<file path="src/rtl/sprite_pkg.sv">
// Shared types and defaults for the sprite position register bank.
package sprite_pkg;

  localparam int COORD_W_DEF = 16;
  localparam int DATA_W_DEF  = 2 * COORD_W_DEF;
  localparam int H_MAX_DEF   = 639;
  localparam int V_MAX_DEF   = 479;

  typedef struct packed {
    logic [COORD_W_DEF-1:0] y;
    logic [COORD_W_DEF-1:0] x;
  } sprite_pos_t;

  typedef enum logic {
    IDLE    = 1'b0,
    PENDING = 1'b1
  } commit_state_e;

endpackage

</file>
<file path="src/rtl/sprite_coord_clamp.sv">
// Combinational saturation of a packed {Y, X} sprite position to the
// visible screen limits; used on the shadow write path.
module sprite_coord_clamp #(
  parameter int  COORD_W = 16,
  parameter int  H_MAX   = 639,
  parameter int  V_MAX   = 479,
  localparam int DATA_W  = 2 * COORD_W
) (
  input  logic [DATA_W-1:0] din,
  output logic [DATA_W-1:0] dout
);

  localparam logic [COORD_W-1:0] X_LIM = COORD_W'(H_MAX);
  localparam logic [COORD_W-1:0] Y_LIM = COORD_W'(V_MAX);

  logic [COORD_W-1:0] x_in;
  logic [COORD_W-1:0] y_in;

  assign x_in = din[COORD_W-1:0];
  assign y_in = din[DATA_W-1:COORD_W];

  assign dout = {(y_in > Y_LIM) ? Y_LIM : y_in,
                 (x_in > X_LIM) ? X_LIM : x_in};

endmodule

</file>
<file path="src/rtl/sprite_reg_bank.sv">
// Double-buffered sprite position bank: CPU writes the shadow bank, a commit
// publishes it to the active bank on the next vsync rising edge.
// Optional write-path clamp to H_MAX/V_MAX: `define SPRITE_COORD_CLAMP_EN.
module sprite_reg_bank
  import sprite_pkg::*;
#(
  parameter int  NUM_SPRITES = 8,
  parameter int  COORD_W     = COORD_W_DEF,
  parameter int  H_MAX       = H_MAX_DEF,
  parameter int  V_MAX       = V_MAX_DEF,
  localparam int ADDR_W      = $clog2(NUM_SPRITES),
  localparam int DATA_W      = 2 * COORD_W
) (
  input  logic                   clk,
  input  logic                   reset_n,
  input  logic                   we,
  input  logic [ADDR_W-1:0]      waddr,
  input  logic [DATA_W-1:0]      wd,
  input  logic                   commit_req,
  input  logic                   vsync,
  input  logic [ADDR_W-1:0]      raddr1,
  input  logic [ADDR_W-1:0]      raddr2,
  output logic [DATA_W-1:0]      rd1,
  output logic [DATA_W-1:0]      rd2,
  output logic                   commit_pending,
  output logic [NUM_SPRITES-1:0] dirty_mask,
  output logic                   wr_err
);

  // Read array is padded to the full address space so out-of-range reads see 0.
  localparam int              DEPTH      = 1 << ADDR_W;
  localparam logic [ADDR_W:0] NUM_V      = (ADDR_W + 1)'(NUM_SPRITES);
  localparam logic [0:0]      ST_IDLE    = IDLE;
  localparam logic [0:0]      ST_PENDING = PENDING;

  logic [0:0]        state_reg;
  logic [0:0]        state_next;
  logic              vsync_q_reg;
  logic              wr_err_reg;
  logic              addr_ok;
  logic              wr_ok;
  logic              frame_edge;
  logic              do_commit;
  logic [DATA_W-1:0] wdata;
  logic [DATA_W-1:0] active_arr [DEPTH];

  assign addr_ok    = ({1'b0, waddr} < NUM_V);
  assign wr_ok      = we && addr_ok;
  assign frame_edge = vsync && !vsync_q_reg;
  assign do_commit  = (state_reg == ST_PENDING) && frame_edge;

`ifdef SPRITE_COORD_CLAMP_EN
  sprite_coord_clamp #(
    .COORD_W (COORD_W),
    .H_MAX   (H_MAX),
    .V_MAX   (V_MAX)
  ) u_clamp (
    .din  (wd),
    .dout (wdata)
  );
`else
  assign wdata = wd;
`endif

  // A request arriving on the committing edge is held for the following frame.
  always_comb begin
    state_next = state_reg;
    case (state_reg)
      ST_IDLE: if (commit_req) state_next = ST_PENDING;
      default: if (frame_edge && !commit_req) state_next = ST_IDLE;
    endcase
  end

  always_ff @(posedge clk or negedge reset_n) begin
    if (!reset_n) begin
      state_reg   <= ST_IDLE;
      vsync_q_reg <= 1'b0;
      wr_err_reg  <= 1'b0;
    end else begin
      state_reg   <= state_next;
      vsync_q_reg <= vsync;
      wr_err_reg  <= we && !addr_ok;
    end
  end

  genvar gi;
  generate
    for (gi = 0; gi < DEPTH; gi++) begin : g_entry
      if (gi < NUM_SPRITES) begin : g_live
        logic [DATA_W-1:0] shadow_reg;
        logic [DATA_W-1:0] active_reg;
        logic              dirty_reg;
        logic              hit;

        assign hit = wr_ok && (waddr == ADDR_W'(gi));

        // Commit samples the pre-edge shadow, so a same-edge write stays dirty.
        always_ff @(posedge clk or negedge reset_n) begin
          if (!reset_n) begin
            shadow_reg <= '0;
            active_reg <= '0;
            dirty_reg  <= 1'b0;
          end else begin
            if (do_commit) active_reg <= shadow_reg;
            if (hit) begin
              shadow_reg <= wdata;
              dirty_reg  <= 1'b1;
            end else if (do_commit) begin
              dirty_reg  <= 1'b0;
            end
          end
        end

        assign active_arr[gi] = active_reg;
        assign dirty_mask[gi] = dirty_reg;
      end else begin : g_pad
        assign active_arr[gi] = '0;
      end
    end
  endgenerate

  assign rd1            = active_arr[raddr1];
  assign rd2            = active_arr[raddr2];
  assign commit_pending = (state_reg == ST_PENDING);
  assign wr_err         = wr_err_reg;

endmodule

</file>
<file path="config.mk">
export PLATFORM = sky130hd
export DESIGN_NAME = sprite_reg_bank
export DESIGN_NICKNAME = d
export VERILOG_FILES = /design/src/rtl/sprite_pkg.sv /design/src/rtl/sprite_coord_clamp.sv /design/src/rtl/sprite_reg_bank.sv
export SDC_FILE = /design/constraint.sdc
export NUM_CORES = 1
export LEC_CHECK = 0
export BUFFER_PORTS_ARGS = -buffer_cell sky130_fd_sc_hd__buf_4
export CAP_MARGIN = 20
export CORE_MARGIN = 2
export CORE_UTILIZATION = 45
export CTS_CLUSTER_SIZE = 10
export DETAILED_ROUTE_END_ITERATION = 6
export PLACE_DENSITY = 0.62
export SYNTH_ARGS = -nofsm -noshare
export SYNTH_HDL_FRONTEND = slang
export SYNTH_SLANG_ARGS = --single-unit
</file>
<file path="constraint.sdc">
create_clock -name clk -period 1.95 [get_ports clk]
set_clock_uncertainty 0.2 [all_clocks]
set_input_delay 0.0975 -clock clk [delete_from_list [all_inputs] [get_ports clk]]
set_output_delay 0.0975 -clock clk [all_outputs]
set_load 0.01 [all_outputs]
</file>
## After elaboration in Yosys (flattened, before gate mapping)

Cells that the tools add are included.
Widths: inputs -> output; s select.

| word-level totals | value |
|---|---|
| RAM bits | 0 |
| memory bits (read-only) | 0 |
| memories | 0 |
| input port bits | 46 |
| register bits | 522 |
| logic and storage cells | 77 |
| latch bits | 0 |
| output and inout bits | 74 |

| cells by class | value |
|---|---|
| magnitude comparators | 2 |
| shift-type cells | 0 |
| multipliers | 0 |
| equal/unequal tests | 7 |
| reductions and logical operators | 22 |
| $add $sub $neg | 0 |
| mux-type cells | 18 |
| divide/modulo/power cells | 0 |
| bitwise logic cells | 2 |

Operators by type and width:

| operator | count |
|---|---|
| $bmux 32 s3 | 2 |
| $mux 32 | 4 |
| $reduce_bool 2->1 | 8 |
| $eq 3x3->1 const B | 4 |
| $mux 1 | 12 |
| $logic_and 1x1->1 | 11 |
| $ge 4x4->1 const B | 2 |
| $not 3->4 | 2 |
| $eq 3x2->1 const B | 2 |
| $eq 3x1->1 const B | 1 |
| $logic_not 3->1 | 1 |
| $logic_not 1->1 | 2 |

## Logic depth before layout (Yosys ltp)

Gate-level depths: netlist of run 1.

| logic depth | value |
|---|---|
| depth after elaboration | 5 |
| gate-level depth with buffers | 5 |
| depth with buffers taken out | 2 |

## Least setup slack after synthesis of run 1

Ideal clock, no wire load.

| timing path | value |
|---|---|
| path kind | register to register |
| start | reg state_reg (netlist: commit_pending) |
| end | reg g_entry[0].g_live.active_reg[0] |
| clock period less this slack | 1.726 ns |
| required time | 1.625 ns |
| cell stages (with the launch flop) | 6 |
| arrival | 1.402 ns |
| slack | 0.224 ns |
| library setup time | 0.125 ns |
| buffers on the path | 3 |
| path through | dfrtp_1 > and3b_1 > buf_2 > buf_2 > buf_2 > mux2_2 |

| on the way | value |
|---|---|
| longest elaborated chain between the ends | 1 |

Ends and longest elaborated chain:

| what | line | text |
|---|---|---|
| from (decl) | sprite_reg_bank.sv:36 | `logic [0:0] state_reg;` |
| from (signal assigned) | sprite_reg_bank.sv:80 | `state_reg <= state_next;` |
| $logic_and 1x1->1 | sprite_reg_bank.sv:50 | `assign do_commit = (state_reg == ST_PENDING) && frame_edge;` |
| to (signal assigned) | sprite_reg_bank.sv:104 | `if (do_commit) active_reg <= shadow_reg;` |
| to (decl) | sprite_reg_bank.sv:91 | `logic [DATA_W-1:0] active_reg;` |

No other way between the ends.
A chain may end at the register's enable or synchronous reset.

## Worst setup path in the final report of run 1

| timing path | value |
|---|---|
| start | reg g_entry[7].g_live.active_reg[2] |
| end | out rd2[2] |

| on the way | value |
|---|---|
| longest elaborated chain between the ends | 3 |

Ends and longest elaborated chain:

| what | line | text |
|---|---|---|
| from (decl) | sprite_reg_bank.sv:91 |  |
| from (signal assigned) | sprite_reg_bank.sv:104 |  |
| $bmux 32 s3 | sprite_reg_bank.sv:123 | `assign rd2 = active_arr[raddr2];` |
| $mux 32 (implied by the code) (2 in a row) | sprite_reg_bank.sv:123 |  |
| to (decl) | sprite_reg_bank.sv:24 | `output logic [DATA_W-1:0] rd2,` |

No other way between the ends. The select of a mux whose other input is x is not followed.

==> results.md, run 1 <==
* Total vias in the final route at 12,700
* Max-slew headroom at 0.597
* Initial antenna violation count at 2
* Cell with the biggest individual delay on the critical path: mux4_2
* IR Drop Worst-Case VDD at 0.659 mV
* Hold_sp: wd[11]
* Initial core utilization at 0.457
* Die height at 233 um
* Final layout net count at 1,607
* Cell Count, Final, Fillers Out at 2,256
* TritonCTS Sinks at between 500 and 600
* Count of mapped cells out of synthesis at about 1,400
* Sequential cell area at 13,100 um2
* Row count at 83
* Number of max-slew violations in the final report at 0
* Post-synthesis compound-gate area fraction at 0.00244
* Crit Path Category: flop to output port
* Critical Path Sink Type: output port
* Portion of the post-synthesis area used by sequential elements at 0.554
* HP Class: input pin to flop
* Largest incremental delay on the critical path at 0.51 ns
* DRC Markers at 0
* GR Overflow Total at 0
* Count of endpoints failing hold in the final timing report at 0
* Data required time at the worst endpoint at between 1.5 and 2 ns
* CTS tree: built
* Port Buffers at ~120
* Final worst slack at -0.272 ns
* Fraction of synthesized cell area in xor and xnor cells at 0
* Final cycle utilization of the critical path at 1.14
* Dominant combinational cell family by area after synthesis: multiplexers
* Total half-perimeter wirelength after legalization and detailed placement at 31,600 um
* Worst endpoint data arrival time at between 1.5 and 2 ns
* Status: finished with violations
* Die Area at 54,300 um2
* Initial drt markers at 505
* Power density relative to cell area at 1230 nW/um2
* Avg Cell Area, Syn at about 17 um2
* R2R Path Start: vsync_q_reg
* Clk Tree Root Cell: clkbuf_16
* Critical Path Start Type: flop
* Number of search-and-repair iterations in the first detailed-routing pass at 4
* Maximum count of clock buffers along a single path at 3
* Transition time at the pin with the least slew margin at 0.601 ns
* Minimum clock period after layout at roughly 2.2 ns
* Layout overhead on the synthesized area at 19.4%
* Register bit total from synthesis at 522
* Total wirelength of the detailed-routed design at 53,300 um
* Post-synthesis cell area at 23,600 um2
* Routed wire per std cell at 23.6 um
* Leakage power figure at 0.0121 uW
* Largest fanout of any net on the critical path at 3
* Tot Pwr at 34,600 uW
* Maximum number of pins on one net before global-route repair at 79
* Violated checks: negative setup slack
* Mean number of vias per cell at approximately 5.6
* YS warnings at 0
* Width of the die at 233 um
* Antenna viol nets, final at 0
* Clock-pin slew on the worst setup and hold paths at approximately 0.06 ns
* Share of cell area taken by muxes after synthesis at 0.410
* Cell count after placement at 2,116
* Fraction of the core area covered by cells at the end of the flow at 0.546
* Number of buffer and inverter stages on the critical path at 1
* Via count of the first global-routing pass at around 14,000
* Final Setup Violations at 64
* Global-route wire length before repair at 85,100 um
* Kind of cell adding the most delay to the critical path: multiplexers
* Worst setup path start: g_entry[7].g_live.active_reg[2]
* Final weighted congestion in routability-driven placement at 0.717
* Achievable frequency at 450 MHz
* Fill cells at 4,115
* Count of boundary I/O pins at 120
* Core area at a little over 50,000 um2
* Multi-input gate area at 9830 um2
* GRT Total Usage at 0.207
* Worst-path cell chain: mux4_2 -> mux2_4 -> buf_6
* Unique cell type count in the Yosys netlist at 22
* Accumulated negative setup slack at -14.80 ns
* Adder-cell area share of the yosys netlist at 0
* Number of maximum-capacitance constraint violations at 0
* Area share of and/or/nand/nor cells after synthesis at 0.00462
* Non-Filler Cell Area, Final at 28,200 um2
* Fraction of layout instances using a drive strength above 1 at 0.620
* DP Area at approximately 26,000 um2
* H-tree levels at 2
* Number of buffers created by CTS at a little under 60
* Synthesized net count at 1,402
* Clock network latency to the later pin of the worst-skew pair at 0.60 ns
* Unrepaired setup endpoints after global routing: yes
==> layout by cell type, fill, tap and decap left out, types with 2 or more instances in the layout <==
cell           count
clkbuf_1          12
mux2_2           510
clkbuf_16         61
mux4_2           128
mux2_4            64
a21o_1             5
buf_4             97
dlygate4sd3_1     42
buf_6             64
o21ai_0            4
dfrtp_1          522
nor4bb_4           3
buf_12            45
nand4b_1           3
inv_1              4
mux2_1             2
==> worst register-to-register path: cells and delay by family (launching register included) <==
| family | cells | cell delay, ns |
|---|---|---|
| buf+inv | 1 | 0.35 |
| mux | 1 | 0.46 |
| simple gates | 1 | 0.36 |
| flops | 1 | 0.38 |
==> Yosys cell counts, drive strengths merged <==
cell	n	area (um2)
a21o	5	37.5
and3b	1	8.76
buf	99	636
clkbuf	6	22.5
conb	1	3.75
dfrtp	522	13100
inv	4	15.0
mux2	576	6500
mux4	128	3180
nand2b	1	6.26
nand3b	1	7.51
nand4	1	6.26
nand4b	3	26.3
nor4b	1	23.8
nor4bb	3	30.0
o21ai	4	20.0
==> cell families after synthesis <==
kind of cell,after synthesis
other cells,1
buf+inv,109
simple gates,11
flops,522
mux,704
compound gates,9
==> through the flow <==
stage | hold slack, ns | worst slack, ns
final | 0.131 | -0.272
after global routing | 0.138 | -0.324
after CTS | 0.0962 | -0.314
after detailed placement | -0.164 | 0.0732
after global placement | -0.169 | 0.0890
after floorplan | -0.398 | 0.224
==> final cells by class <==
class,count,share of cell area
repair buffers,249,0.0989
clock buffers,74,0.0563
clock inverters,1,0.00107
inverters,4,0.000533
multi-input cells,725,0.349
flip-flops and latches,522,0.464
diodes,1,0.0000889
well taps,680,0.0302
==> per-layer routing <==
metal	part of all wire	GRT usage
met5	0.00024	0
met4	0.022	0.0581
met3	0.038	0.0338
met2	0.49	0.345
met1	0.45	0.281
==> final timing paths <==
| kind | end | slack [ns] | cells after the start |
|---|---|---|---|
| setup / recovery | rd2[2] | -0.27 | 3 |
| hold / removal | g_entry[7].g_live.shadow_reg[11] | 0.13 | 3 |
| setup reg to reg | g_entry[1].g_live.active_reg[21] | 0.07 | 3 |
| hold reg to reg | g_entry[4].g_live.dirty_reg | 0.28 | 1 |
| max in group asynchronous | g_entry[1].g_live.active_reg[7] | 0.56 | 5 |
| min in group asynchronous | g_entry[4].g_live.active_reg[31] | 0.53 | 4 |
==> what timing repair did <==
item / 4_1_cts / 5_1_grt
gates cloned: 0 / 0
endpoints found under the setup margin: 64 / 64
gates resized for setup: 202 / 3
pin swaps: 0 / 0
hold buffers: 43 / 0
buffers inserted: 15 / 6
hold endpoints to repair: 787 / 0
==> power breakdown <==
group          internal, uW  switching [uW]
sequential            13900            1960
clock                  5690            4070
combinational          6080            2890
Power figures use the tool's default switching activity.
==> run 2: changes to the inputs <==
--- a/config.mk
+++ b/config.mk
@@ -5,6 +5,7 @@
 export SDC_FILE = /design/constraint.sdc
 export NUM_CORES = 1
 export LEC_CHECK = 0
+export ABC_CLOCK_PERIOD_IN_PS = 1950
 export BUFFER_PORTS_ARGS = -buffer_cell sky130_fd_sc_hd__buf_4
 export CAP_MARGIN = 20
 export CORE_MARGIN = 2
==> constraint.sdc (replaced) <==
create_clock -name clk -period 1.95 [get_ports clk]
set_clock_uncertainty 0.2 [all_clocks]
set_input_delay 0.0975 -clock clk [delete_from_list [all_inputs] [get_ports clk]]
set_output_delay 0.0975 -clock clk [all_outputs]
set_load 0.1 [all_outputs]
==> results.md, run 2 (synthesis gave the netlist of run 1 again) <==
* Kind of cell adding the most delay to the critical path: multiplexers
* Status: finished with violations
* Die height at 233 um (unchanged)
* Core area at 51,600 um2 (unchanged)
* Non-Filler Cell Area, Final at 28,700 um2 (+1.8%)
* Number of search-and-repair iterations in the first detailed-routing pass at 4 (unchanged)
* Total half-perimeter wirelength after legalization and detailed placement at 32,200 um (+2.0%)
* Initial core utilization at 0.457 (unchanged)
* Count of endpoints failing hold in the final timing report at 0 (unchanged)
* Cell with the biggest individual delay on the critical path: mux4_2
* GRT Total Usage at 0.204 (-0.00250)
* Unrepaired setup endpoints after global routing: yes
* HP Class: input pin to flop
* Critical Path Start Type: flop
* Critical Path Sink Type: output port
* Max-slew headroom at 0.639 (+0.0418)
* Minimum clock period after layout at 2.30 ns (+0.0738 ns)
* Maximum number of pins on one net before global-route repair at 68 (-14%)
* Crit Path Category: flop to output port
* Total vias in the final route at 12,700 (unchanged)
* Power density relative to cell area at 1390 nW/um2 (+13%)
* Count of boundary I/O pins at 120 (unchanged)
* DP Area at 25,800 um2 (about the same)
* Number of max-slew violations in the final report at 0 (unchanged)
* Die Area at 54,300 um2 (unchanged)
* Data required time at the worst endpoint at 1.65 ns (about the same)
* Total wirelength of the detailed-routed design at 52,900 um (-0.81%)
* Most used cells in the layout excluding fill and tap cells: 521 x dfrtp_1, 510 x mux2_2, 128 x mux4_2
* Most common cell after layout, fill and taps aside: dfrtp_1
* Final weighted congestion in routability-driven placement at 0.768 (+7.2%)
* Achievable frequency at 436 MHz (-3.2%)
* Largest incremental delay on the critical path at 0.49 ns (-0.02 ns)
* Final Setup Violations at 64 (unchanged)
* Cell Count, Final, Fillers Out at 2,255 (-0.044%)
* Cell count after placement at 2,118 (+0.095%)
* Fill cells at 4,032 (-2.0%)
* Number of cells on the worst reg-to-reg path at 4 (+1)
* Final layout net count at 1,604 (-0.19%)
* Layout overhead on the synthesized area at 21.5%
* Transition time at the pin with the least slew margin at 0.541 ns (-0.0595 ns)
* Global-route wire length before repair at 84,400 um (-0.87%)
* Antenna viol nets, final at 0 (unchanged)
* Via count of the first global-routing pass at 13,900 (-1.7%)
* R2R setup slack at 0.09 ns (+0.02 ns)
* IR Drop Worst-Case VDD at 0.840 mV (+28%)
* H-tree levels at 2 (unchanged)
* Accumulated negative setup slack at -18.67 ns (-3.87 ns)
* Width of the die at 233 um (unchanged)
* Fraction of layout instances using a drive strength above 1 at 0.620 (about the same)
* DRC Markers at 0 (unchanged)
* Clock-pin slew on the worst setup and hold paths at 0.05 ns (about the same)
* Number of buffers created by CTS at 59 (unchanged)
* Violated checks: negative setup slack
* Mean number of vias per cell at 5.64 (about the same)
* Initial drt markers at 595 (+18%)
* TritonCTS Sinks at 522 (unchanged)
* Worst endpoint data arrival time at 2.00 ns (+0.08 ns)
* Clock network latency to the later pin of the worst-skew pair at 0.61 ns (about the same)
* Routed wire per std cell at 23.4 um (-0.77%)
* Initial antenna violation count at 1 (-1)
* Destination of the critical timing path: rd1[4]
* CTS tree: built
* Number of buffer and inverter stages on the critical path at 1 (unchanged)
* Reg-to-reg critical path endpoint: g_entry[0].g_live.active_reg[16]
* Number of cells on the critical path at 3 (unchanged)
* Row count at 83 (unchanged)
* Worst-path cell chain: mux4_2 -> mux2_4 -> buf_12
* Port Buffers at 118 (unchanged)
* Number of maximum-capacitance constraint violations at 0 (unchanged)
* GR Overflow Total at 0 (unchanged)
* Final cycle utilization of the critical path at 1.18 (+0.0379)
* Clk Tree Root Cell: clkbuf_16
* Worst setup path start: g_entry[7].g_live.active_reg[4]
* R2R Path Start: vsync_q_reg
* Final worst slack at -0.346 ns (-0.0738 ns)
* Leakage power figure at 0.0123 uW (+1.4%)
* Maximum count of clock buffers along a single path at 3 (unchanged)
* Largest fanout of any net on the critical path at 3 (unchanged)
==> run 2: repair_timing <==
item	4_1_cts	5_1_grt
buffers inserted	12	5
endpoints found under the setup margin	64	64
resized for setup	323	10
hold endpoints to repair	786	0
hold buffers	42	0
==> run 2: report_power, final <==
part	internal (uW)	switching, uW
Sequential	13900	1950
Clock	5600	4080
Combinational	7210	7210
Total	26700	13200
==> run 2: worst min path at each step <==
| stage | from | endpoint | depth (start not counted) |
|---|---|---|---|
| after floorplan | reset_n | g_entry[0].g_live.active_reg[0] | 0 |
| after global placement | reset_n | g_entry[7].g_live.shadow_reg[31] | 1 |
| after detailed placement | reset_n | g_entry[7].g_live.shadow_reg[31] | 1 |
| after CTS | wd[8] | g_entry[7].g_live.shadow_reg[8] | 3 |
| after global routing | wd[9] | g_entry[7].g_live.shadow_reg[9] | 3 |
| final | wd[8] | g_entry[7].g_live.shadow_reg[8] | 3 |
==> run 2: worst register-to-register path: cells and delay by family, from the launching register on <==
family / cells / cell delay (ns)
buffers and inverters: 2 / 0.39
and+or+nand+nor: 1 / 0.38
muxes: 1 / 0.38
DFF: 1 / 0.37
==> run 2: per-layer routing <==
layer | routed length (um) | share of wire | vias up | global-route usage
met3 | 2150 | 0.041 | 79 | 0.0311
met5 | 0 | 0 | - | 0
li1 | - | - | 5469 | -
met1 | 23600 | 0.45 | 6946 | 0.284
met2 | 26000 | 0.49 | 226 | 0.335
met4 | 1120 | 0.021 | 0 | 0.0567
==> run 2: area by class of cell <==
type                       count  area [um2]  share of cell area
sequential                   522       13100               0.456
multi-input combinational    725        9830               0.343
timing repair buffer         246        3300               0.115
clock buffer                  75        1600              0.0558
tap                          680         851              0.0297
inverter                       4        15.0            0.000524
clock inverter                 1        5.00            0.000175
antenna                        2        5.00            0.000175
==> run 2: per-stage QoR <==
| stage | hold slack, ns | util | setup WS [ns] | power, uW |
|---|---|---|---|---|
| 2_1_floorplan | -0.398 | - | -0.0125 | 25000 |
| 3_5_place_dp | -0.117 | 0.500 | -0.0732 | 28000 |
| 3_3_place_gp | -0.125 | 0.500 | -0.0625 | 27600 |
| 6_report | 0.139 | 0.555 | -0.346 | 40000 |
| 4_1_cts | 0.102 | 0.555 | -0.378 | 40300 |
| 5_1_grt | 0.127 | 0.555 | -0.402 | 41800 |
==> run 3: changes to the inputs <==
--- a/config.mk
+++ b/config.mk
@@ -9,10 +9,12 @@
 export BUFFER_PORTS_ARGS = -buffer_cell sky130_fd_sc_hd__buf_4
 export CAP_MARGIN = 20
 export CORE_MARGIN = 2
-export CORE_UTILIZATION = 45
+export CORE_UTILIZATION = 61
+export CTS_CLUSTER_DIAMETER = 120
 export CTS_CLUSTER_SIZE = 10
 export DETAILED_ROUTE_END_ITERATION = 6
-export PLACE_DENSITY = 0.62
+export PLACE_DENSITY = 0.79
+export SLEW_MARGIN = 20
 export SYNTH_ARGS = -nofsm -noshare
 export SYNTH_HDL_FRONTEND = slang
 export SYNTH_SLANG_ARGS = --single-unit
==> results.md, run 3 (synthesis gave the netlist of run 1 again) <==
* Initial antenna violation count at 0 (-1)
* Net switching power at 13,300 uW (+0.49%)
* Top layer used by detailed routing: met4
* IR Drop Worst-Case VDD at 1.16 mV (+39%)
* Total length of routed met2 wires at 26,800 um (+2.8%)
* CTS tree: built
* Mean number of vias per cell at 6.15 (+9.1%)
* Length of routed wiring on met1 at 22,600 um (-4.2%)
* Fraction of layout instances using a drive strength above 1 at 0.625 (+0.00453)
* Final weighted congestion in routability-driven placement at 0.765 (-0.36%)
* TritonCTS Sinks at 522 (unchanged)
* Antenna viol nets, final at 0 (unchanged)
* Port Buffers at 118 (unchanged)
* Most used cells in the layout excluding fill and tap cells: 521 x dfrtp_1, 510 x mux2_2, 126 x mux4_2
* Clock power frac at 0.232 (-0.010)
* Leakage power figure at 0.0124 uW (+0.89%)
* Width of the die at 201 um (-14%)
* Status: finished with violations
* Transition time at the pin with the least slew margin at 0.589 ns (+0.0475 ns)
* Count of endpoints failing hold in the final timing report at 0 (unchanged)
* Most common cell after layout, fill and taps aside: dfrtp_1
* Worst endpoint data arrival time at 2.00 ns (about the same)
* Total half-perimeter wirelength after legalization and detailed placement at 30,800 um (-4.6%)
* Initial drt markers at 703 (+18%)
* Diodes inserted at 0 (-2)
* HP Class: input pin to flop
* Fraction of power consumed by sequential logic at 0.400 (+0.003)
* Initial core utilization at 0.615 (+0.158)
* Final layout net count at 1,628 (+1.5%)
* Routed wire per std cell at 25.0 um (+6.6%)
* GR Overflow Total at 0 (unchanged)
* Combinational group share of total power at 0.368 (+0.007)
* Non-Filler Cell Area, Final at 28,500 um2 (-0.48%)
* Clock network latency to the later pin of the worst-skew pair at 0.60 ns (about the same)
* Number of max-slew violations in the final report at 0 (unchanged)
* Die Area at 40,300 um2 (-26%)
* Design internal power at 26,500 uW (-0.73%)
* Maximum number of pins on one net before global-route repair at 72 (+5.9%)
* Total wirelength of the detailed-routed design at 52,600 um (-0.59%)
* H-tree levels at 2 (unchanged)
* Global-route wire length before repair at 84,400 um (about the same)
* Die height at 201 um (-14%)
* GRT Total Usage at 0.272 (+0.0673)
* Layout overhead on the synthesized area at 21.0%
* Cell Count, Final, Fillers Out at 2,102 (-6.8%)
* Achievable frequency at 436 MHz (about the same)
* Final Setup Violations at 64 (unchanged)
* Crit Path Category: flop to output port
* DRC Markers at 0 (unchanged)
* Critical Path Start Type: flop
* Sw Share at 0.334 (+0.00270)
* Number of buffers created by CTS at 58 (-1.7%)
* Number of maximum-capacitance constraint violations at 0 (unchanged)
* Max-slew headroom at 0.608 (-0.0317)
* Violated checks: negative setup slack
* Cell count after placement at 1,954 (-7.7%)
* Number of search-and-repair iterations in the first detailed-routing pass at 4 (unchanged)
* Power density relative to cell area at 1400 nW/um2 (+0.16%)
* Fill cells at 2,322 (-42%)
* Clock-pin slew on the worst setup and hold paths at 0.05 ns (about the same)
* Via count of the first global-routing pass at 14,400 (+3.5%)
* Count of boundary I/O pins at 120 (unchanged)
* Core area at 38,400 um2 (-26%)
* Final cycle utilization of the critical path at 1.18 (about the same)
* Minimum clock period after layout at 2.30 ns (-0.0000760 ns)
* Critical Path Sink Type: output port
* DP Area at 25,500 um2 (-1.0%)
* Final worst slack at -0.346 ns (+0.0000760 ns)
* Largest fanout of any net on the critical path at 3 (unchanged)
* Unrepaired setup endpoints after global routing: yes
* Clk Tree Root Cell: clkbuf_16
* Row count at 72 (-13%)
* DR WL met3 at 2170 um (+0.84%)
* Total vias in the final route at 12,900 (+1.7%)
* Data required time at the worst endpoint at 1.65 ns (about the same)
* Maximum count of clock buffers along a single path at 3 (unchanged)
==> run 3: cell types whose count changed in the layout (fill, tap and decap cells not counted), moves of 3 or more <==
cell	delta
buf_4	+22
dlygate4sd3_1	+3
buf_12	-5
dlymetal6s4s_1	+3
clkbuf_1	-11
==> run 3: per-layer routing <==
metal	track usage	vias up
met4	0.0767	0
met1	0.376	7071
met3	0.0442	79
met2	0.452	271
met5	0	-
li1	-	5511
==> run 3: per-stage QoR <==
stage / setup TNS, ns / total power [uW] / hold slack, ns / setup WS [ns] / util
floorplan: -2.38 / 25000 / -0.398 / -0.0125 / -
global placement: 0 / 27500 / -0.0982 / 0.0315 / 0.665
detailed placement: 0 / 28000 / -0.104 / 0.00953 / 0.665
CTS: -20.41 / 39900 / 0.00798 / -0.367 / 0.740
global route: -21.12 / 41500 / 0.0148 / -0.376 / 0.743
finish: -18.15 / 39800 / 0.0166 / -0.346 / 0.743
==> run 3: final timing paths <==
kind	from	endpoint	slack, ns	cells past startpoint
max	g_entry[5].g_live.active_reg[13]	rd2[13]	-0.35	3
min	waddr[1]	g_entry[0].g_live.dirty_reg	0.02	4
max reg2reg	vsync_q_reg	g_entry[6].g_live.active_reg[24]	0.05	4
min reg2reg	g_entry[0].g_live.shadow_reg[30]	g_entry[0].g_live.shadow_reg[30]	0.28	1
max in group asynchronous	reset_n	g_entry[0].g_live.shadow_reg[9]	0.35	4
min in group asynchronous	reset_n	g_entry[0].g_live.active_reg[31]	0.38	3
==> run 3: worst max-delay path, stage by stage, from the launching register on <==
cell	delay, ns
dfrtp_1	0.40
mux4_2	0.51
mux2_4	0.32
buf_12	0.17
==> run 3: power by group through the flow <==
| stage | clock [uW] | sequential, uW | combinational, uW |
|---|---|---|---|
| after floorplan | 0 | 15200 | 9780 |
| after global placement | 0 | 15700 | 11700 |
| after detailed placement | 0 | 16000 | 12000 |
| after CTS | 9440 | 15900 | 14600 |
| after global routing | 9870 | 16300 | 15300 |
| final | 9230 | 15900 | 14700 |
==> run 3: timing repair <==
item / CTS / global route
hold endpoints to repair: 788 / 2
gates cloned: 0 / 1
buffers inserted: 21 / 16
pin swaps: 0 / 1
hold buffers: 49 / 2
endpoints found under the setup margin: 64 / 67
gates resized for setup: 329 / 6
==> run 3: cell type report <==
cell class              count  area [um2]  share of cell area
flip-flops and latches    522       13100               0.458
inverters                   4        15.0            0.000526
clock buffers              60        1480              0.0519
well taps                 518         648              0.0227
clock inverters             2        17.5            0.000614
repair buffers            271        3470               0.122
multi-input cells         725        9840               0.345
